**src/rtl/rle_pkg.sv**
```systemverilog
// rle_pkg: shared defaults, width helpers and FSM encoding for the RLE line encoder
package rle_pkg;
  localparam int DEF_IMAGE_W  = 640;
  localparam int DEF_IMAGE_H  = 480;
  localparam int DEF_NUM_CH   = 3;
  localparam int DEF_MIN_SIZE = 60;
  localparam int DEF_MAX_GAP  = 2;
  typedef enum logic {IDLE, ACTIVE} state_t;
  function automatic int xw_of(input int w);
    return $clog2(w + 1);
  endfunction
  function automatic int yw_of(input int h);
    return h > 1 ? $clog2(h) : 1;
  endfunction
endpackage

```
**src/rtl/rle_line_encoder_if.sv**
```systemverilog
// rle_line_encoder_if: pixel stream in, per-line best-run results out
interface rle_line_encoder_if #(
  parameter int NUM_CH = 3,
  parameter int XW     = 10,
  parameter int YW     = 9
);
  logic                   enable;
  logic                   sop;
  logic [NUM_CH-1:0]      pixelin;
  logic                   out_valid;
  logic [NUM_CH*XW-1:0]   out_start;
  logic [NUM_CH*XW-1:0]   out_len;
  logic [NUM_CH-1:0]      out_found;
  logic [YW-1:0]          out_line;
  logic                   frame_end;
  modport master (output enable, sop, pixelin,
                  input  out_valid, out_start, out_len, out_found, out_line, frame_end);
  modport slave  (input  enable, sop, pixelin,
                  output out_valid, out_start, out_len, out_found, out_line, frame_end);
endinterface

```
**src/rtl/rle_run_tracker.sv**
```systemverilog
// rle_run_tracker: one channel's open-run, gap and best-run bookkeeping within a line
module rle_run_tracker import rle_pkg::*; #(
  parameter int XW      = 10,
  parameter int MAX_GAP = DEF_MAX_GAP
) (
  input  logic          clk,
  input  logic          rst,
  input  logic          en,
  input  logic          clr,
  input  logic          last,
  input  logic          pix,
  input  logic [XW-1:0] x,
  output logic [XW-1:0] res_start,
  output logic [XW-1:0] res_len
);
  localparam logic [XW-1:0] GAP_MAX = XW'(MAX_GAP);
  logic          open_q, open_d, open_c, open_n, gap_close, cand, better;
  logic [XW-1:0] start_q, start_d, start_c, start_n;
  logic [XW-1:0] len_q, len_d, len_c, len_n;
  logic [XW-1:0] gap_q, gap_d, gap_c, gap_n;
  logic [XW-1:0] bs_q, bs_d, bs_c, bl_q, bl_d, bl_c, cs, cl;
  always_comb begin
    open_c    = clr ? 1'b0 : open_q;
    start_c   = clr ? '0 : start_q;
    len_c     = clr ? '0 : len_q;
    gap_c     = clr ? '0 : gap_q;
    bs_c      = clr ? '0 : bs_q;
    bl_c      = clr ? '0 : bl_q;
    gap_close = !pix && open_c && gap_c >= GAP_MAX;
    open_n    = pix | (open_c & !gap_close);
    start_n   = (pix && !open_c) ? x : start_c;
    len_n     = !pix ? len_c : open_c ? len_c + gap_c + XW'(1) : XW'(1);
    gap_n     = (pix || gap_close || !open_c) ? '0 : gap_c + XW'(1);
    // a run still open on the last pixel closes in the same evaluation
    cand      = gap_close | (last & open_n);
    cs        = gap_close ? start_c : start_n;
    cl        = gap_close ? len_c : len_n;
    better    = cand && cl > bl_c;
    res_start = better ? cs : bs_c;
    res_len   = better ? cl : bl_c;
    open_d    = !en ? open_q  : !last & open_n;
    start_d   = !en ? start_q : last ? '0 : start_n;
    len_d     = !en ? len_q   : last ? '0 : len_n;
    gap_d     = !en ? gap_q   : last ? '0 : gap_n;
    bs_d      = !en ? bs_q    : last ? '0 : res_start;
    bl_d      = !en ? bl_q    : last ? '0 : res_len;
  end
  always_ff @(posedge clk) begin
    if (rst) begin
      open_q  <= 1'b0;
      start_q <= '0;
      len_q   <= '0;
      gap_q   <= '0;
      bs_q    <= '0;
      bl_q    <= '0;
    end else begin
      open_q  <= open_d;
      start_q <= start_d;
      len_q   <= len_d;
      gap_q   <= gap_d;
      bs_q    <= bs_d;
      bl_q    <= bl_d;
    end
  end
endmodule

```
**src/rtl/rle_line_encoder.sv**
```systemverilog
// rle_line_encoder: per-line longest gap-tolerant run per mask channel, reported one cycle after each line
module rle_line_encoder import rle_pkg::*; #(
  parameter int IMAGE_W  = DEF_IMAGE_W,
  parameter int IMAGE_H  = DEF_IMAGE_H,
  parameter int NUM_CH   = DEF_NUM_CH,
  parameter int MIN_SIZE = DEF_MIN_SIZE,
  parameter int MAX_GAP  = DEF_MAX_GAP
) (
  input logic               CLK,
  input logic               reset,
  rle_line_encoder_if.slave bus
);
  localparam int XW = xw_of(IMAGE_W);
  localparam int YW = yw_of(IMAGE_H);
  localparam logic [XW-1:0] X_LAST  = XW'(IMAGE_W - 1);
  localparam logic [YW-1:0] Y_LAST  = YW'(IMAGE_H - 1);
  localparam logic [XW-1:0] MIN_LEN = XW'(MIN_SIZE);
  state_t               state_q, state_d;
  logic [XW-1:0]        x_q, x_d, xe;
  logic [YW-1:0]        y_q, y_d, ye;
  logic                 clr, acc, last;
  logic [XW-1:0]        rs [NUM_CH];
  logic [XW-1:0]        rl [NUM_CH];
  logic                 out_valid_q, out_valid_d, frame_end_q, frame_end_d;
  logic [NUM_CH*XW-1:0] out_start_q, out_start_d, out_len_q, out_len_d;
  logic [NUM_CH-1:0]    out_found_q, out_found_d;
  logic [YW-1:0]        out_line_q, out_line_d;
  assign clr  = bus.enable & bus.sop;
  assign acc  = clr | (bus.enable & (state_q == ACTIVE));
  assign xe   = clr ? '0 : x_q;
  assign ye   = clr ? '0 : y_q;
  assign last = acc & (xe == X_LAST);
  for (genvar c = 0; c < NUM_CH; c++) begin : g_ch
    rle_run_tracker #(.XW(XW), .MAX_GAP(MAX_GAP)) u_trk (
      .clk(CLK), .rst(reset), .en(acc), .clr(clr), .last(last),
      .pix(bus.pixelin[c]), .x(xe), .res_start(rs[c]), .res_len(rl[c])
    );
  end
  always_comb begin
    state_d     = !acc ? state_q : (last && ye == Y_LAST) ? IDLE : ACTIVE;
    x_d         = !acc ? x_q : last ? '0 : xe + XW'(1);
    y_d         = !acc ? y_q : !last ? ye : (ye == Y_LAST) ? '0 : ye + YW'(1);
    out_valid_d = last;
    frame_end_d = last && ye == Y_LAST;
    out_line_d  = last ? ye : out_line_q;
    out_start_d = out_start_q;
    out_len_d   = out_len_q;
    out_found_d = out_found_q;
    for (int c = 0; c < NUM_CH; c++) begin
      if (last) begin
        out_found_d[c]           = rl[c] >= MIN_LEN;
        out_start_d[c*XW +: XW]  = (rl[c] >= MIN_LEN) ? rs[c] : '0;
        out_len_d[c*XW +: XW]    = (rl[c] >= MIN_LEN) ? rl[c] : '0;
      end
    end
  end
  always_ff @(posedge CLK) begin
    if (reset) begin
      state_q     <= IDLE;
      x_q         <= '0;
      y_q         <= '0;
      out_valid_q <= 1'b0;
      frame_end_q <= 1'b0;
      out_start_q <= '0;
      out_len_q   <= '0;
      out_found_q <= '0;
      out_line_q  <= '0;
    end else begin
      state_q     <= state_d;
      x_q         <= x_d;
      y_q         <= y_d;
      out_valid_q <= out_valid_d;
      frame_end_q <= frame_end_d;
      out_start_q <= out_start_d;
      out_len_q   <= out_len_d;
      out_found_q <= out_found_d;
      out_line_q  <= out_line_d;
    end
  end
  assign bus.out_valid = out_valid_q;
  assign bus.frame_end = frame_end_q;
  assign bus.out_start = out_start_q;
  assign bus.out_len   = out_len_q;
  assign bus.out_found = out_found_q;
  assign bus.out_line  = out_line_q;
endmodule
```
**src/flat_wrapper.sv**
```systemverilog
// flat-port wrapper written by rule: the top's interface ports become plain ports
module rle_line_encoder_flat import rle_pkg::*;
#(
  parameter int IMAGE_W  = DEF_IMAGE_W,
  parameter int IMAGE_H  = DEF_IMAGE_H,
  parameter int NUM_CH   = DEF_NUM_CH,
  parameter int MIN_SIZE = DEF_MIN_SIZE,
  parameter int MAX_GAP  = DEF_MAX_GAP
)
  (CLK, reset, bus_enable, bus_sop, bus_pixelin, bus_out_valid, bus_out_start, bus_out_len, bus_out_found, bus_out_line, bus_frame_end);
  rle_line_encoder_if #(.NUM_CH(NUM_CH)) bus_i ();
  input logic CLK;
  input logic reset;
  input wire logic [$bits(bus_i.enable)-1:0] bus_enable;
  input wire logic [$bits(bus_i.sop)-1:0] bus_sop;
  input wire logic [$bits(bus_i.pixelin)-1:0] bus_pixelin;
  output wire logic [$bits(bus_i.out_valid)-1:0] bus_out_valid;
  output wire logic [$bits(bus_i.out_start)-1:0] bus_out_start;
  output wire logic [$bits(bus_i.out_len)-1:0] bus_out_len;
  output wire logic [$bits(bus_i.out_found)-1:0] bus_out_found;
  output wire logic [$bits(bus_i.out_line)-1:0] bus_out_line;
  output wire logic [$bits(bus_i.frame_end)-1:0] bus_frame_end;
  assign bus_i.enable = bus_enable;
  assign bus_i.sop = bus_sop;
  assign bus_i.pixelin = bus_pixelin;
  assign bus_out_valid = bus_i.out_valid;
  assign bus_out_start = bus_i.out_start;
  assign bus_out_len = bus_i.out_len;
  assign bus_out_found = bus_i.out_found;
  assign bus_out_line = bus_i.out_line;
  assign bus_frame_end = bus_i.frame_end;
  rle_line_encoder #(.IMAGE_W(IMAGE_W), .IMAGE_H(IMAGE_H), .NUM_CH(NUM_CH), .MIN_SIZE(MIN_SIZE), .MAX_GAP(MAX_GAP)) u_core (.CLK(CLK), .reset(reset), .bus(bus_i));
endmodule
```
**config.mk**
```make
export PLATFORM = sky130hd
export DESIGN_NAME = rle_line_encoder_flat
export DESIGN_NICKNAME = d
export VERILOG_FILES = /design/src/rtl/rle_pkg.sv /design/src/rtl/rle_line_encoder_if.sv /design/src/rtl/rle_run_tracker.sv /design/src/rtl/rle_line_encoder.sv /design/src/flat_wrapper.sv
export SDC_FILE = /design/constraint.sdc
export NUM_CORES = 1
export LEC_CHECK = 0
export ABC_AREA = 1
export CORE_ASPECT_RATIO = 1.5
export CORE_MARGIN = 1
export CORE_UTILIZATION = 40
export CTS_CLUSTER_SIZE = 16
export DETAILED_ROUTE_END_ITERATION = 8
export PLACE_DENSITY = 0.63
export SYNTH_ARGS = -nofsm -noshare
export SYNTH_HDL_FRONTEND = slang
export SYNTH_HIERARCHICAL = 1
export SYNTH_SLANG_ARGS = --single-unit
```
**constraint.sdc**
```tcl
create_clock -name CLK -period 7.35 [get_ports CLK]
set_input_delay 2.205 -clock CLK [delete_from_list [all_inputs] [get_ports CLK]]
set_output_delay 2.205 -clock CLK [all_outputs]
set_load 0.05 [all_outputs]
```
## Word level (Yosys, flattened, before mapping)

Cells that the tools add are included.
Widths: inputs -> output; s select.

- RAM bits: 0
- Bits in latches: 0
- Bits in registers: 247
- Memories: 0
- Bits of input ports: 7
- ROM bits: 0

- Shift operators: 0
- Equality and inequality tests: 2
- Div/mod/pow operators: 0
- Magnitude comparators: 9
- Reduce and logical (&&, ||, !) cells: 29
- Mux-type cells: 69
- Add/sub/neg operators: 11
- Multipliers: 0
- Bitwise gates (word level): 19

Operators with widths:

| kind | number |
|---|---|
| $mux 10 | 62 |
| $add 10x1->10 const B | 7 |
| $add 10x10->10 | 3 |
| $ge 10x2->1 const B | 3 |
| $ge 10x6->1 const B | 3 |
| $gt 10x10->1 | 3 |
| $mux 9 | 3 |
| $logic_and 1x1->1 | 13 |
| $and 1x1->1 | 12 |
| $eq 10x10->1 const B | 1 |
| $logic_not 1->1 | 10 |
| $add 9x1->9 const B | 1 |
| $eq 9x9->1 const B | 1 |
| $or 1x1->1 | 7 |
| $logic_or 1x1->1 | 6 |
| $mux 1 | 4 |

## Depth between registers and ports, before layout

- Depth after elaboration: 13
- Depth in mapped cells: 38
- Depth with buffers taken out: 33

## Cells and area by module

Netlist, hierarchy kept.

Modules (own cells, without submodules):

| module | area an instance (µm²) | instances | cells each | sequential area each (µm²) |
|---|---|---|---|---|
| rle_run_tracker (u_core.g_ch[0].u_trk ...) | 3419.5 | 2 | 545 | 1021.0 |
| rle_line_encoder | 3891.2 | 1 | 533 | 1881.8 |
| rle_run_tracker (u_core.g_ch[2].u_trk) | 3394.5 | 1 | 547 | 1021.0 |

## Least setup slack after synthesis

No wires, ideal clock.

- Path type: in2reg
- Start point: in bus_sop
- End point: reg u_core.out_found_q[2], in the netlist u_core/bus.out_found[2]
- Arrival time: 6992 ps
- Buffers on the path: 8
- Slack: 243 ps
- Cell stages on the path: 34
- Library setup time: 115 ps
- Data required time: 7235 ps
- Cell sequence: nand2_2 -> buf_4 -> inv_1 -> buf_2 -> inv_2 -> buf_6 -> buf_6 -> buf_2 -> buf_2 -> nand2_1 -> inv_1 -> ha_1 -> nand2_1 -> nor2_1 -> nand3_1 -> nand3_1 -> nand2_1 -> nand3_1 -> nand2_1 -> ha_1 -> nand4_1 -> or2_2 -> o21ai_0 -> nand2_1 -> a21oi_4 -> buf_2 -> nand3_1 -> and2_1 -> nor2_1 -> nand2_1 -> a41oi_1 -> nor2_4 -> buf_6 -> o21a_1

RTL lines:

| item | RTL line | source |
|---|---|---|
| start, declared | flat_wrapper.sv:15 | `input wire logic [$bits(bus_i.sop)-1:0] bus_sop;` |
| end signal, assigned | rle_line_encoder.sv:76 | `out_found_q <= out_found_d;` |
| end, declared | rle_line_encoder.sv:26 | `logic [NUM_CH-1:0] out_found_q, out_found_d;` |

==> flow_metrics.tcl <==
set metrics [dict create \
    status "finished clean" \
    wl_mm 40.7 \
    startpoint_type "input pin" \
    core-area_um2 34500 \
    worst-path-stages 34 \
    grt_max_degree 85 \
    cts_tree "built" \
    worstPathMaxFanout 17 \
    ys_types 42 \
    skew_ns 0.0189 \
    ant_nets 0 \
    timing.slew.headroom_pct 32.2 \
    hold_path.class "flop to flop" \
    std_cell_rows 83 \
    rsz0062_at_grt "false" \
    grt_pass1_vias 13300 \
    reg2reg_depth 27 \
    drtPass1Iterations 5 \
    critPathArrivalTime_ns 7.29 \
    grt_pass1_wl_mm 66.0 \
    hold_buffers 0 \
    dieHeight_um 232 \
    crit_family "simple AND/OR/NAND/NOR gates" \
    grt_overflow 0 \
    portBuffers 80 \
    fmax_ghz 0.146 \
    post-route-util_pct 47.0 \
    cp.required_ns 7.81 \
    fin_crit_sh_pct 92.9 \
    tightest_slew_ns 1.02 \
    routabilityCongestion 0.910 \
    seq_area_frac_synth_pct 35.0 \
    period_needed_ns 6.83 \
    drive_gt1_share_pct 8.43 \
    slew_violations 0 \
    nFillCells 3675 \
    area_delta_synth_final_pct 14.7 \
    yosys_warnings 6 \
    clkTransAtPathRegs_ns 0.06 \
    critPathKind "input pin to flop" \
    drt_iter0_drc 865 \
    dp.cells 2651 \
    cap_violations 0 \
    die_area_um2 36100 \
    n_antenna_cell 0 \
    initial_core_util_pct 41.0 \
    wl_per_cell_um 15.1 \
    clock_tree.htree_level_count 1 \
    numCtsBuffers 25 \
    cp_slowest_stage_delay_ns 0.50 \
    stdcell_count 2697 \
    vias 13800 \
    path_buf_inv 8 \
    track_usage_pct 22.6 \
    cp_slowest_cell "clkdlybuf4s50_1" \
    fin_nets 2276 \
    fp.dieW_um 155 \
    hold_violations 0 \
    ir_drop_v 0.000126 \
    syn_area_um2 14100 \
    clock_sinks 247 \
    clk_path_buf_depth 3 \
    cp_common_cell "nand2_1" \
    endpoint_kind "flop" \
    ys_ff_latch 247 \
    ioPinCount 81 \
    drc 0 \
    synthCells 2170 \
    hpwl_mm 28.9 \
    ctsRootBufferMaster "clkbuf_16" \
    powerDensity_nw_per_um2 180 \
    whs_path_depth 2 \
    syn_avg_cell_area_um2 6.51 \
    synth_nets 2233 \
    vias_per_cell 5.13 \
    total_power_mw 2.92 \
    leakage_nw 6.66 \
    setup_violations 0 \
    clk_latency_ns 0.55 \
    antenna_found_initial 0 \
]
flip-flops by register name, indices dropped and copies added (netlist names), 9 cells and up:
register                   flops
u_core/bus.out_len            30
u_core/g_ch.u_trk/gap_q       30
u_core/g_ch.u_trk/start_q     30
u_core/g_ch.u_trk/bl_q        30
u_core/bus.out_line            9
u_core/x_q                    10
u_core/g_ch.u_trk/len_q       30
u_core/g_ch.u_trk/bs_q        30
u_core/y_q                     9
u_core/bus.out_start          30
worst register-to-register path, stage by stage, from the launching register on:
cell,delay (ns)
dfxtp_1,0.33
inv_1,0.08
nor2_1,0.27
inv_1,0.15
ha_1,0.22
inv_1,0.11
ha_1,0.15
inv_1,0.04
nand2_1,0.09
nand3_1,0.08
nand2_1,0.15
xor2_1,0.09
nand2_1,0.06
o21ai_0,0.18
ha_1,0.34
nand2_1,0.05
inv_1,0.07
nand3_1,0.08
or2_2,0.29
o21ai_0,0.16
nand2_1,0.10
a21oi_4,0.22
buf_4,0.20
nand3_1,0.11
and2_1,0.21
a41oi_4,0.38
nor2_4,0.16
o21a_1,0.22
per-stage QoR:
| step | setup slack, ns | TNS (ns) | hold slack (ns) | instance area, um2 |
|---|---|---|---|---|
| 2_1_floorplan | 0.243 | 0 | 0.416 | 14100 |
| 3_3_place_gp | 0.0742 | 0 | 0.424 | 15300 |
| 3_5_place_dp | -0.0168 | -0.0469 | 0.429 | 15300 |
| 4_1_cts | 0.518 | 0 | 0.440 | 16200 |
| 5_1_grt | 0.0249 | 0 | 0.457 | 16200 |
| 6_report | 0.519 | 0 | 0.440 | 16200 |
per-layer routing:
layer  track usage (%)  wire [um]  vias to the layer above
met4              11.4       1700                        0
met1              25.5      16500                     6441
met2              41.7      20900                      264
li1                  -          -                     7058
met3              2.43       1600                       86
met5                 0          0                        -
layout make-up:
cell class / count / area (um2) / share of cell area [%]
clock buffer: 35 / 733 / 4.53
tap: 467 / 584 / 3.61
timing repair buffer: 121 / 1130 / 7.00
multi-input combinational: 1634 / 7980 / 49.3
clock inverter: 9 / 133 / 0.819
sequential: 247 / 4940 / 30.5
inverter: 184 / 691 / 4.26
path summary, 6_finish.rpt:
check	endpoint	from	slack, ns
max	u_core/bus.out_len[13]$_SDFFE_PP0P_	bus_enable	0.52
min	u_core/g_ch[0].u_trk/gap_q[6]$_SDFFE_PP0P_	u_core/g_ch[0].u_trk/gap_q[6]$_SDFFE_PP0P_	0.44
max reg2reg	u_core/bus.out_found[2]$_SDFFE_PP0P_	u_core/g_ch[2].u_trk/gap_q[0]$_SDFFE_PP0P_	2.69
min reg2reg	u_core/g_ch[0].u_trk/gap_q[6]$_SDFFE_PP0P_	u_core/g_ch[0].u_trk/gap_q[6]$_SDFFE_PP0P_	0.44
cell families after synthesis:
| logic type | Yosys count | share of synthesized area [%] |
|---|---|---|
| and+or+nand+nor | 1181 | 35.1 |
| AOI/OAI and AO/OA | 384 | 15.4 |
| buffers and inverters | 291 | 8.81 |
| DFF | 247 | 35.0 |
| adders and majority gates | 56 | 4.96 |
| xor gates and xnor gates | 11 | 0.682 |
synth_stat cells, drive strengths merged:
cell type | count | area share [%]
nand2 | 781 | 21
a21oi | 260 | 9.6
dfxtp | 247 | 35
inv | 182 | 4.8
nor2 | 172 | 4.8
nand3 | 151 | 5.4
o21ai | 90 | 4.1
clkbuf | 62 | 1.7
ha | 56 | 5.0
buf | 45 | 2.3
and2 | 27 | 1.2
nor3 | 22 | 0.78
nand4 | 18 | 1.0
xor2 | 9 | 0.56
o22ai | 8 | 0.44
a31oi | 6 | 0.27
nand3b | 6 | 0.32
o211ai | 6 | 0.32
o21a | 6 | 0.32
o21bai | 5 | 0.27
a41oi | 3 | 0.19
clkinv | 2 | 0.053
or2 | 2 | 0.089
xnor2 | 2 | 0.12
and3 | 1 | 0.044
nor4 | 1 | 0.044
layout by cell type (no fill, tap or decap), drive strengths merged, types with 6 or more instances in the layout:
cell           synthesis  final
nand2                781    781
a21oi                260    260
dfxtp                247    247
inv                  182    183
nor2                 172    174
nand3                151    151
o21ai                 90     90
clkdlybuf4s50          0     79
ha                    56     56
buf                   45     42
clkbuf                62     35
and2                  27     27
nor3                  22     22
nand4                 18     18
xor2                   9      9
o22ai                  8      8
o21a                   6      6
o211ai                 6      6
nand3b                 6      6
a31oi                  6      6
power breakdown:
part	switching, mW	internal (mW)
registers	0.00772	1.35
clock network	0.554	0.800
logic	0.158	0.0483
total	0.720	2.20
what timing repair did:
item	CTS	global route
buffers inserted	0	0
resized for setup	0	3
setup endpoints to repair	0	3
Note: power is estimated with default switching activity, not from simulation.
